[src/rtl/id_stage_pipelined_pkg.sv]
// rtl/id_stage_pipelined_pkg.sv - opcode/funct IDs, ALU codes and shared constants for the ID stage
package id_stage_pipelined_pkg;

    localparam logic [5:0] OP_SPECIAL = 6'h00;
    localparam logic [5:0] OP_ADDIU   = 6'h09;
    localparam logic [5:0] OP_ANDI    = 6'h0C;
    localparam logic [5:0] OP_ORI     = 6'h0D;
    localparam logic [5:0] OP_XORI    = 6'h0E;
    localparam logic [5:0] OP_LUI     = 6'h0F;
    localparam logic [5:0] OP_LW      = 6'h23;

    localparam logic [5:0] FN_SLL  = 6'h00;
    localparam logic [5:0] FN_SRL  = 6'h02;
    localparam logic [5:0] FN_SRA  = 6'h03;
    localparam logic [5:0] FN_ADDU = 6'h21;
    localparam logic [5:0] FN_SUBU = 6'h23;
    localparam logic [5:0] FN_AND  = 6'h24;
    localparam logic [5:0] FN_OR   = 6'h25;
    localparam logic [5:0] FN_XOR  = 6'h26;
    localparam logic [5:0] FN_NOR  = 6'h27;

    localparam int ALU_OP_WIDTH  = 4;
    localparam int ALU_CAT_WIDTH = 3;

    typedef enum logic [ALU_OP_WIDTH-1:0] {
        ALU_NOP, ALU_AND, ALU_OR, ALU_XOR, ALU_NOR,
        ALU_ADDU, ALU_SUBU, ALU_SLL, ALU_SRL, ALU_SRA
    } alu_op_e;

    typedef enum logic [ALU_CAT_WIDTH-1:0] {
        CAT_NOP, CAT_LOGIC, CAT_ARITH, CAT_SHIFT, CAT_MEMORY
    } alu_cat_e;

    localparam logic ENABLE  = 1'b1;
    localparam logic DISABLE = 1'b0;
    localparam logic VALID   = 1'b1;
    localparam logic INVALID = 1'b0;

    localparam logic [31:0] ZERO_WORD    = 32'h0000_0000;
    localparam logic [4:0]  NOP_REG_ADDR = 5'd0;

endpackage

[src/rtl/id_operand_select.sv]
// rtl/id_operand_select.sv - one read port: immediate/forward/regfile mux and its RAW hazard term
module id_operand_select
    import id_stage_pipelined_pkg::*;
#(
    parameter int DATA_WIDTH        = 32,
    parameter int FORWARDING_ENABLE = 1
) (
    input  logic                  read_enable,
    input  logic [4:0]            read_addr,
    input  logic [DATA_WIDTH-1:0] immediate,
    input  logic [DATA_WIDTH-1:0] read_result,
    input  logic                  ex_write_enable,
    input  logic [4:0]            ex_write_addr,
    input  logic [DATA_WIDTH-1:0] ex_write_data,
    input  logic                  ex_is_load,
    input  logic                  mem_write_enable,
    input  logic [4:0]            mem_write_addr,
    input  logic [DATA_WIDTH-1:0] mem_write_data,
    output logic [DATA_WIDTH-1:0] operand,
    output logic                  hazard
);

    logic ex_match;
    logic mem_match;

    // r0 is hardwired, so a writer targeting it never matches a reader
    assign ex_match  = ex_write_enable  && (ex_write_addr  == read_addr) && (read_addr != NOP_REG_ADDR);
    assign mem_match = mem_write_enable && (mem_write_addr == read_addr) && (read_addr != NOP_REG_ADDR);

    always_comb begin
        operand = read_result;
        if (read_enable == DISABLE) begin
            operand = immediate;
        end else if (read_addr == NOP_REG_ADDR) begin
            operand = '0;
        end else if ((FORWARDING_ENABLE != 0) && ex_match) begin
            operand = ex_write_data;
        end else if ((FORWARDING_ENABLE != 0) && mem_match) begin
            operand = mem_write_data;
        end
    end

    always_comb begin
        hazard = 1'b0;
        if (read_enable == ENABLE) begin
            if (FORWARDING_ENABLE != 0) begin
                hazard = ex_match && ex_is_load;
            end else begin
                hazard = ex_match || mem_match;
            end
        end
    end

endmodule

[src/rtl/id_stage_pipelined.sv]
// rtl/id_stage_pipelined.sv - MIPS decode stage with forwarding, load-use stall and ID/EX register
module id_stage_pipelined
    import id_stage_pipelined_pkg::*;
#(
    parameter int DATA_WIDTH        = 32,
    parameter int FORWARDING_ENABLE = 1,
    parameter int STALL_COUNT_WIDTH = 16
) (
    input  logic                         clock,
    input  logic                         reset,
    input  logic [31:0]                  program_counter,
    input  logic [31:0]                  instruction,
    input  logic                         instruction_valid,
    input  logic                         ex_write_enable,
    input  logic [4:0]                   ex_write_addr,
    input  logic [DATA_WIDTH-1:0]        ex_write_data,
    input  logic                         ex_is_load,
    input  logic                         mem_write_enable,
    input  logic [4:0]                   mem_write_addr,
    input  logic [DATA_WIDTH-1:0]        mem_write_data,
    input  logic [DATA_WIDTH-1:0]        read_result1,
    input  logic [DATA_WIDTH-1:0]        read_result2,
    output logic                         read_enable1,
    output logic                         read_enable2,
    output logic [4:0]                   read_addr1,
    output logic [4:0]                   read_addr2,
    input  logic                         stall_in,
    input  logic                         flush,
    output logic                         stall_request,
    output logic                         out_valid,
    output logic [31:0]                  out_program_counter,
    output logic [ALU_OP_WIDTH-1:0]      out_alu_operator,
    output logic [ALU_CAT_WIDTH-1:0]     out_alu_category,
    output logic [DATA_WIDTH-1:0]        out_operand1,
    output logic [DATA_WIDTH-1:0]        out_operand2,
    output logic                         out_write_enable,
    output logic [4:0]                   out_write_addr,
    output logic                         out_is_load,
    output logic                         out_invalid_instruction,
    output logic [STALL_COUNT_WIDTH-1:0] stall_count
);

    logic [5:0]  opcode;
    logic [5:0]  funct;
    logic [4:0]  rs;
    logic [4:0]  rt;
    logic [4:0]  rd;
    logic [4:0]  shamt;
    logic [15:0] imm16;

    assign opcode = instruction[31:26];
    assign rs     = instruction[25:21];
    assign rt     = instruction[20:16];
    assign rd     = instruction[15:11];
    assign shamt  = instruction[10:6];
    assign funct  = instruction[5:0];
    assign imm16  = instruction[15:0];

    logic [DATA_WIDTH-1:0] imm_zext;
    logic [DATA_WIDTH-1:0] imm_sext;
    logic [DATA_WIDTH-1:0] imm_lui;
    logic [DATA_WIDTH-1:0] shamt_ext;

    assign imm_zext  = DATA_WIDTH'(imm16);
    assign imm_sext  = DATA_WIDTH'($signed(imm16));
    assign imm_lui   = DATA_WIDTH'({imm16, 16'h0000});
    assign shamt_ext = DATA_WIDTH'(shamt);

    alu_op_e               dec_op;
    alu_cat_e              dec_cat;
    logic                  dec_re1;
    logic                  dec_re2;
    logic [DATA_WIDTH-1:0] dec_imm1;
    logic [DATA_WIDTH-1:0] dec_imm2;
    logic                  dec_we;
    logic [4:0]            dec_wa;
    logic                  dec_load;
    logic                  dec_invalid;

    always_comb begin
        dec_op      = ALU_NOP;
        dec_cat     = CAT_NOP;
        dec_re1     = DISABLE;
        dec_re2     = DISABLE;
        dec_imm1    = '0;
        dec_imm2    = '0;
        dec_we      = 1'b0;
        dec_wa      = NOP_REG_ADDR;
        dec_load    = 1'b0;
        dec_invalid = 1'b0;
        case (opcode)
            OP_ORI:   begin dec_op = ALU_OR;   dec_cat = CAT_LOGIC;  dec_re1 = ENABLE; dec_imm2 = imm_zext; dec_we = 1'b1; dec_wa = rt; end
            OP_ANDI:  begin dec_op = ALU_AND;  dec_cat = CAT_LOGIC;  dec_re1 = ENABLE; dec_imm2 = imm_zext; dec_we = 1'b1; dec_wa = rt; end
            OP_XORI:  begin dec_op = ALU_XOR;  dec_cat = CAT_LOGIC;  dec_re1 = ENABLE; dec_imm2 = imm_zext; dec_we = 1'b1; dec_wa = rt; end
            OP_ADDIU: begin dec_op = ALU_ADDU; dec_cat = CAT_ARITH;  dec_re1 = ENABLE; dec_imm2 = imm_sext; dec_we = 1'b1; dec_wa = rt; end
            OP_LW:    begin dec_op = ALU_ADDU; dec_cat = CAT_MEMORY; dec_re1 = ENABLE; dec_imm2 = imm_sext; dec_we = 1'b1; dec_wa = rt; dec_load = 1'b1; end
            // LUI is an OR of zero with the shifted immediate; rs is not read
            OP_LUI:   begin dec_op = ALU_OR;   dec_cat = CAT_LOGIC;  dec_imm2 = imm_lui; dec_we = 1'b1; dec_wa = rt; end
            OP_SPECIAL: begin
                dec_re1 = ENABLE;
                dec_re2 = ENABLE;
                dec_we  = 1'b1;
                dec_wa  = rd;
                case (funct)
                    FN_AND:  begin dec_op = ALU_AND;  dec_cat = CAT_LOGIC; end
                    FN_OR:   begin dec_op = ALU_OR;   dec_cat = CAT_LOGIC; end
                    FN_XOR:  begin dec_op = ALU_XOR;  dec_cat = CAT_LOGIC; end
                    FN_NOR:  begin dec_op = ALU_NOR;  dec_cat = CAT_LOGIC; end
                    FN_ADDU: begin dec_op = ALU_ADDU; dec_cat = CAT_ARITH; end
                    FN_SUBU: begin dec_op = ALU_SUBU; dec_cat = CAT_ARITH; end
                    FN_SLL:  begin dec_op = ALU_SLL;  dec_cat = CAT_SHIFT; dec_re1 = DISABLE; dec_imm1 = shamt_ext; end
                    FN_SRL:  begin dec_op = ALU_SRL;  dec_cat = CAT_SHIFT; dec_re1 = DISABLE; dec_imm1 = shamt_ext; end
                    FN_SRA:  begin dec_op = ALU_SRA;  dec_cat = CAT_SHIFT; dec_re1 = DISABLE; dec_imm1 = shamt_ext; end
                    default: begin
                        dec_re1     = DISABLE;
                        dec_re2     = DISABLE;
                        dec_we      = 1'b0;
                        dec_wa      = NOP_REG_ADDR;
                        dec_invalid = 1'b1;
                    end
                endcase
            end
            default: dec_invalid = 1'b1;
        endcase
    end

    assign read_enable1 = dec_re1;
    assign read_enable2 = dec_re2;
    assign read_addr1   = rs;
    assign read_addr2   = rt;

    logic [DATA_WIDTH-1:0] operand1;
    logic [DATA_WIDTH-1:0] operand2;
    logic                  hazard1;
    logic                  hazard2;

    id_operand_select #(.DATA_WIDTH(DATA_WIDTH), .FORWARDING_ENABLE(FORWARDING_ENABLE)) u_port1 (
        .read_enable      (dec_re1),
        .read_addr        (rs),
        .immediate        (dec_imm1),
        .read_result      (read_result1),
        .ex_write_enable  (ex_write_enable),
        .ex_write_addr    (ex_write_addr),
        .ex_write_data    (ex_write_data),
        .ex_is_load       (ex_is_load),
        .mem_write_enable (mem_write_enable),
        .mem_write_addr   (mem_write_addr),
        .mem_write_data   (mem_write_data),
        .operand          (operand1),
        .hazard           (hazard1)
    );

    id_operand_select #(.DATA_WIDTH(DATA_WIDTH), .FORWARDING_ENABLE(FORWARDING_ENABLE)) u_port2 (
        .read_enable      (dec_re2),
        .read_addr        (rt),
        .immediate        (dec_imm2),
        .read_result      (read_result2),
        .ex_write_enable  (ex_write_enable),
        .ex_write_addr    (ex_write_addr),
        .ex_write_data    (ex_write_data),
        .ex_is_load       (ex_is_load),
        .mem_write_enable (mem_write_enable),
        .mem_write_addr   (mem_write_addr),
        .mem_write_data   (mem_write_data),
        .operand          (operand2),
        .hazard           (hazard2)
    );

    assign stall_request = instruction_valid && (hazard1 || hazard2) && !flush;

    // reset, flush and a locally requested stall all leave a clean bubble in ID/EX
    always_ff @(posedge clock) begin
        if (reset || flush || (!stall_in && stall_request)) begin
            out_valid               <= INVALID;
            out_program_counter     <= ZERO_WORD;
            out_alu_operator        <= ALU_NOP;
            out_alu_category        <= CAT_NOP;
            out_operand1            <= '0;
            out_operand2            <= '0;
            out_write_enable        <= 1'b0;
            out_write_addr          <= NOP_REG_ADDR;
            out_is_load             <= 1'b0;
            out_invalid_instruction <= 1'b0;
        end else if (!stall_in) begin
            out_valid               <= instruction_valid;
            out_program_counter     <= program_counter;
            out_alu_operator        <= dec_op;
            out_alu_category        <= dec_cat;
            out_operand1            <= operand1;
            out_operand2            <= operand2;
            out_write_enable        <= dec_we;
            out_write_addr          <= dec_wa;
            out_is_load             <= dec_load;
            out_invalid_instruction <= dec_invalid;
        end
    end

    always_ff @(posedge clock) begin
        if (reset) begin
            stall_count <= '0;
        end else if (!stall_in && stall_request && (stall_count != {STALL_COUNT_WIDTH{1'b1}})) begin
            stall_count <= stall_count + STALL_COUNT_WIDTH'(1);
        end
    end

endmodule

[config.mk]
export PLATFORM = sky130hd
export DESIGN_NAME = id_stage_pipelined
export DESIGN_NICKNAME = d
export VERILOG_FILES = /design/src/rtl/id_stage_pipelined_pkg.sv /design/src/rtl/id_operand_select.sv /design/src/rtl/id_stage_pipelined.sv
export SDC_FILE = /design/constraint.sdc
export NUM_CORES = 1
export LEC_CHECK = 0
export ABC_AREA = 1
export BUFFER_PORTS_ARGS = -buffer_cell sky130_fd_sc_hd__buf_4
export CORE_MARGIN = 4
export CORE_UTILIZATION = 51
export CTS_CLUSTER_DIAMETER = 200
export DETAILED_ROUTE_END_ITERATION = 10
export GPL_ROUTABILITY_DRIVEN = 0
export GPL_TIMING_DRIVEN = 0
export PLACE_DENSITY = 0.81
export SLEW_MARGIN = 20
export SYNTH_ARGS = -nofsm -noshare
export SYNTH_HDL_FRONTEND = slang
export SYNTH_HIERARCHICAL = 1
export SYNTH_SLANG_ARGS = --single-unit
[constraint.sdc]
create_clock -name clock -period 2.6 [get_ports clock]
set_clock_uncertainty 0.1 [all_clocks]
set_input_delay 0.26 -clock clock [delete_from_list [all_inputs] [get_ports clock]]
set_output_delay 0.26 -clock clock [all_outputs]
set_load 0.01 [all_outputs]
# Word level (Yosys, flattened, before mapping)
# Cells that the tools add are included.
[totals]
inputBits = 210
latchBits = 0
wordCells = 94
mem_bits_rw = 0
n_memories = 0
regBits = 128
out_inout_bits = 141
mem_bits_ro = 0
[classes]
mul = 0
div_mod_pow = 0
reduce_logical = 36
n_shift = 0
magnitude_cmp = 0
eq_ne = 19
n_addsub = 1
bitwise = 0
muxes = 27
[op_table]
columns = ["op", "count"]
rows = [
  ["$mux 32", 8],
  ["$pmux 32 s3", 1],
  ["$eq 6x6->1 const B", 7],
  ["$pmux 4 s9", 1],
  ["$eq 6x4->1 const B", 5],
  ["$eq 5x5->1", 4],
  ["$pmux 4 s5", 1],
  ["$add 16x1->16 const B", 1],
  ["$ne 16x16->1 const B", 1],
  ["$mux 5", 3],
  ["$logic_and 1x1->1", 14],
  ["$eq 6x2->1 const B", 2],
  ["$logic_not 6->1", 2],
  ["$pmux 3 s4", 1],
  ["$reduce_or 6->1", 2],
  ["$logic_not 5->1", 2],
  ["$pmux 5 s2", 1],
  ["$reduce_bool 5->1", 2],
  ["$reduce_or 9->1", 1],
  ["$reduce_or 4->1", 2],
  ["$mux 1", 7],
  ["$pmux 1 s2", 3],
  ["$pmux 2 s3", 1],
  ["$reduce_or 2->1", 3],
  ["4 further kinds", 8],
]

# Depth between registers and ports, before layout
[depth]
depth_word = 10
ltp_mapped = 19
ltp_nobuf = 18

# Cells and area by module
# The synthesis kept the hierarchy.
[modules_own_cells]
columns = ["mod", "cells_each", "seq_area_each_um2", "n_inst", "area_per_inst_um2"]
rows = [
  ["id_stage_pipelined", 783, 2542.4, 1, 5477.8],
  ["id_operand_select", 405, 0.0, 2, 1968.1],
]

# Least setup slack after synthesis
# OpenSTA, ideal clock, no wires.
[synth_path]
path_kind = "input port to flip-flop"
start = "in instruction[26]"
end = "reg out_operand1[0]"
cell_stages = 17
t_arrival_ns = 2.170
setup_time_ns = 0.070
path_buffers = 4
t_required_ns = 2.430
path_slack_ns = 0.260
cell_sequence = "nand2_1 > inv_1 > nand3_1 > nand2_1 > a21oi_2 > buf_4 > nand2_1 > nand2_1 > nor2_1 > nor2_1 > nor2_1 > nand3_1 > nand3_1 > buf_2 > buf_2 > buf_4 > a21oi_1"
[synth_between]
elab_chain_len = 9
elab_cells_between_ends = 18
cone_classes = "eq/ne (5); mux (6); reduce/logical (7)"
[synth_rtl]
columns = ["element", "line", "rtl"]
rows = [
  ["start, declared", "id_stage_pipelined.sv:12", "input logic [31:0] instruction,"],
  ["$eq 6x6->1 / $eq 6x4->1 (equally long branches)", "id_stage_pipelined.sv:91", "case (opcode)"],
  ["$reduce_or 5->1 (no source line)", "-", ""],
  ["$pmux 1 s2 (*)", "id_stage_pipelined.sv:91", ""],
  ["named net read_enable1", "id_stage_pipelined.sv:23", "output logic read_enable1,"],
  ["$mux 1 (*)", "id_operand_select.sv:45", "if (read_enable == ENABLE) begin"],
  ["named net hazard1", "id_stage_pipelined.sv:134", "logic hazard1;"],
  ["$logic_or 1x1->1 (*)", "id_stage_pipelined.sv:169", "assign stall_request = instruction_valid && (hazard1 || hazard2) && !flush;"],
  ["$logic_and 1x1->1 (*) (2 in series)", "id_stage_pipelined.sv:169", ""],
  ["$logic_and 1x1->1 (*)", "id_stage_pipelined.sv:173", "if (reset || flush || (!stall_in && stall_request)) begin"],
  ["$logic_or 1x1->1 (*)", "id_stage_pipelined.sv:173", ""],
  ["end signal, assigned", "id_stage_pipelined.sv:189", "out_operand1 <= operand1;"],
  ["end, declared", "id_stage_pipelined.sv:34", "output logic [DATA_WIDTH-1:0] out_operand1,"],
]
# The timed path passes the listed nets; every way through them passes the cells marked *.
# A chain may end at the register's enable or synchronous reset.

# Final worst setup path
[layout_path]
start = "in instruction[5]"
end = "reg out_operand2[23]"
[layout_between]
elab_chain_len = 10
elab_cells_between_ends = 23
cone_classes = "eq/ne (8); mux (7); reduce/logical (8)"
[layout_rtl]
columns = ["element", "line", "rtl"]
rows = [
  ["$eq 6x2->1, or another cell as far along", "id_stage_pipelined.sv:104", "case (funct)"],
  ["$reduce_or 9->1 (no source line) (*)", "-", ""],
  ["$mux 1 (*)", "id_stage_pipelined.sv:104", ""],
  ["$mux 1 (*)", "id_stage_pipelined.sv:91", ""],
  ["$mux 1 (*)", "id_operand_select.sv:45", ""],
  ["named net hazard2", "id_stage_pipelined.sv:135", "logic hazard2;"],
  ["$logic_or 1x1->1 (*)", "id_stage_pipelined.sv:169", ""],
  ["$logic_and 1x1->1 (*) (2 in series)", "id_stage_pipelined.sv:169", ""],
  ["$logic_and 1x1->1 (*)", "id_stage_pipelined.sv:173", ""],
  ["$logic_or 1x1->1 (*)", "id_stage_pipelined.sv:173", ""],
  ["end signal, assigned", "id_stage_pipelined.sv:190", "out_operand2 <= operand2;"],
  ["end, declared", "id_stage_pipelined.sv:35", "output logic [DATA_WIDTH-1:0] out_operand2,"],
]
# Marks and branches as above.

==> flow_summary_export.csv <==
group,metric,value,unit
synth,yosys.area.top_type,"dfxtp_1",
run_status,outcome,"finished with violations",
floorplan,rows,49,
placed_design,port_buffers,350,
synth,synth_area_leaders,"dfxtp_1 (27%), nand2_1 (26%), nand3_1 (8.4%), inv_1 (7.7%), nand3_2 (7.3%)",
floorplan,die_area,0.02070,mm^2
sta,setup_viol,0,
clock_tree,cts-root-buf,"clkbuf_16",
floorplan,die_y,143.9,um
worst_setup_path,worstReg2RegStart,"stall_count[1]$_SDFFE_PP0P_",
worst_setup_path,crit_required,2.81,ns
detailed_routing,drc_errors,0,
global_routing,antenna_found_initial,0,
worst_setup_path,cp.arrival,2.58,ns
synth,ys_seq_area_share,27.01,%
finish,multiInputGateArea,0.005530,mm^2
detailed_routing,avgRoutedWirePerCell,16.37,um
finish,nFillCells,1504,
finish,diodes,0,
sta,period_needed,2.371,ns
floorplan,pin_count,351,
sta,worstMarginPinSlew,0.9062,ns
sta,fmax,421.7,MHz
clock_tree,clock_sinks,127,
clock_tree,numCtsBuffers,17,
finish,syn2layout_area_growth,42.45,%
finish,seq_area,0.002542,mm^2
sta,setup_ws,0.2285,ns
detailed_routing,drt_pass1_iterations,6,
min_path,hp-class,"input pin to flip-flop",
power_and_ir_drop,ir_worst_vdd,0.0003950,V
power_and_ir_drop,finalPower,5745,uW
detailed_routing,antenna_left,0,
detailed_routing,num_vias,11796,
synth,synth-seq-cells,127,
synth,ys_warn_count,6,
floorplan,initial_core_util,52.05,%
synth,synth_top_area_share,27.01,%
run_status,violations,"hold timing",
sta,final.setup.tns,0,ns
worst_setup_path,critPathMaxFanout,10,
finish,drive_gt1_share,28.36,%
min_path,hp-start,"program_counter[28]",
synth,synth.distinct_cells,33,
worst_setup_path,cp-start-kind,"input pin",
job,drv_cap,0,
sta,drv_slew,0,
clock_tree,clkLatencyLatePin,0.42,ns
worst_setup_path,crit_start,"instruction[5]",
sta,period_share,91.21,%
synth,syn_area,0.009414,mm^2
detailed_routing,first_iter_violations,1013,
placed_design,place_hpwl,28.24,mm
detailed_routing,totalWireLength,36.99,mm
synth,syn_inst,1593,
floorplan,core-area,0.01809,mm^2
sta,maxSlewHeadroom,39.58,%
clock_tree,clock_path_buffers,2,
sta,holdWs,-0.0001424,ns
global_routing,grt_pass1_wl,55.50,mm
global_routing,grt_pass1_vias,11029,
clock_tree,clk_pin_slew,0.06,ns
detailed_routing,post_drt_via_cell_ratio,5.219,
sta,hold_violations,1,
power_and_ir_drop,powerDensity,428.4,mW/mm^2
global_routing,track_usage,33.98,%
global_routing,grt_max_degree,17,
floorplan,die_w,143.9,um
worst_setup_path,cp-end-kind,"flip-flop",
placed_design,place_worst_setup_slack,-0.6150,ns
power_and_ir_drop,leakagePower,0.007121,uW
finish,nNetsFinal,2229,
clock_tree,h-tree-depth,4,
synth,syn_area_per_cell,5.910,um^2
clock_tree,cts_tree,"yes",
worst_setup_path,crit_type,"input pin to flip-flop",
global_routing,grt_overflow_total,0,
flip-flops by register name, indices dropped and copies added, names as in the netlist:
register and count:
out_operand2 32, out_program_counter 32, out_invalid_instruction 1, out_alu_category 3, out_alu_operator 4, out_write_enable 1, stall_count 16, out_write_addr 5
out_operand1 32, out_valid 1
synth_stat cells (all sizes together):
master / instances
o21ai: 27
inv: 209
buf: 68
or2: 1
nand2: 672
a31oi: 1
nand3b: 1
nand3: 227
xor2: 4
nand4: 4
nor2: 69
clkinv: 4
ha: 1
nor3: 9
conb: 1
dlygate4sd1: 1
dfxtp: 127
clkbuf: 33
xnor2: 8
a21oi: 126
worst max-delay path, stage by stage:
cell,delay (ns)
buf_4,0.09
inv_1,0.07
nor2_2,0.18
nand3_1,0.20
nand3_2,0.16
nand2_1,0.17
inv_2,0.17
nand2_1,0.08
nor2_1,0.13
nor2_2,0.07
nor2_1,0.08
nand3_1,0.14
nand3_1,0.11
buf_4,0.22
buf_8,0.20
buf_4,0.19
a21oi_1,0.05
placed cells by master, fill, tap and decap left out, types with 12 or more instances in the layout:
cell           netlist  routed
clkbuf_1            33      25
buf_4               13     365
nor2_4              11      12
nand2_1            662     661
nor2_1              54      50
o21ai_0             25      25
nand3_1            158     158
dlygate4sd3_1        0      29
clkbuf_16            0      17
a21oi_1            120     120
conb_1               1      27
inv_1              194     193
buf_2               23      21
inv_2               15      16
buf_6               26      26
nand3_2             69      68
dfxtp_1            127     127
cell type report:
type | instances | area share, %
Multi-Input combinational cell | 1177 | 41.24
Timing Repair Buffer | 380 | 21.81
Sequential cell | 127 | 18.96
Inverter | 213 | 5.962
Buffer | 102 | 5.178
Clock buffer | 17 | 3.172
Tap cell | 229 | 2.137
Clock inverter | 15 | 1.539
timing repair:
action                                 in CTS  in global routing
endpoints found under the hold margin      29                  0
setup endpoints to repair                  31                124
hold buffers                               29                  0
resized for setup                           8                 16
setup buffers                               0                  1
metal layers:
metal	up-vias	track usage (%)	wire length, um	part of all wire (%)
li1	5733	-	-	-
met1	5251	42.16	14120	38
met2	687	56.42	17350	47
met3	125	6.689	3770	10
met4	0	16.40	1752	4.7
met5	-	0	0	0
logic make-up (layout without fill, tap and decap cells):
group           after synthesis  after routing  synth area share (%)
xor+xnor                     12             12                 1.116
fa+ha+maj                     1              1                0.1329
other cells                   1             27               0.03983
simple gates                983            983                 47.63
compound gates              154            154                 8.440
flops                       127            127                 27.01
buf+inv                     315            727                 15.63
power by group:
group | switching (uW) | total [uW] | internal [uW] | leakage, uW
sequential | 20.4 | 2000 | 1980 | 0.00103
clock | 988 | 2610 | 1620 | 0.000305
combinational | 638 | 1140 | 498 | 0.00579
total | 1650 | 5750 | 4100 | 0.00712
per-stage QoR:
stage	util, %	area [um^2]	cells
final	74.15	13410	2260
after detailed placement	68.70	12430	2198
after floorplan	-	9512	1619
after global routing	74.15	13410	2260
after CTS	73.88	13360	2259
after global placement	68.70	12430	2198
path summary, 6_finish.rpt:
kind / to / cells after the start / slack [ns]
min reg2reg: out_operand1[9]$_SDFFE_PP0N_ / 2 / 0.36
min: out_program_counter[28]$_SDFFE_PP0N_ / 3 / -0.0001
max reg2reg: stall_count[7]$_SDFFE_PP0P_ / 11 / 0.73
max: out_operand2[23]$_SDFFE_PP0N_ / 17 / 0.23
Power figures use the tool's default switching activity.
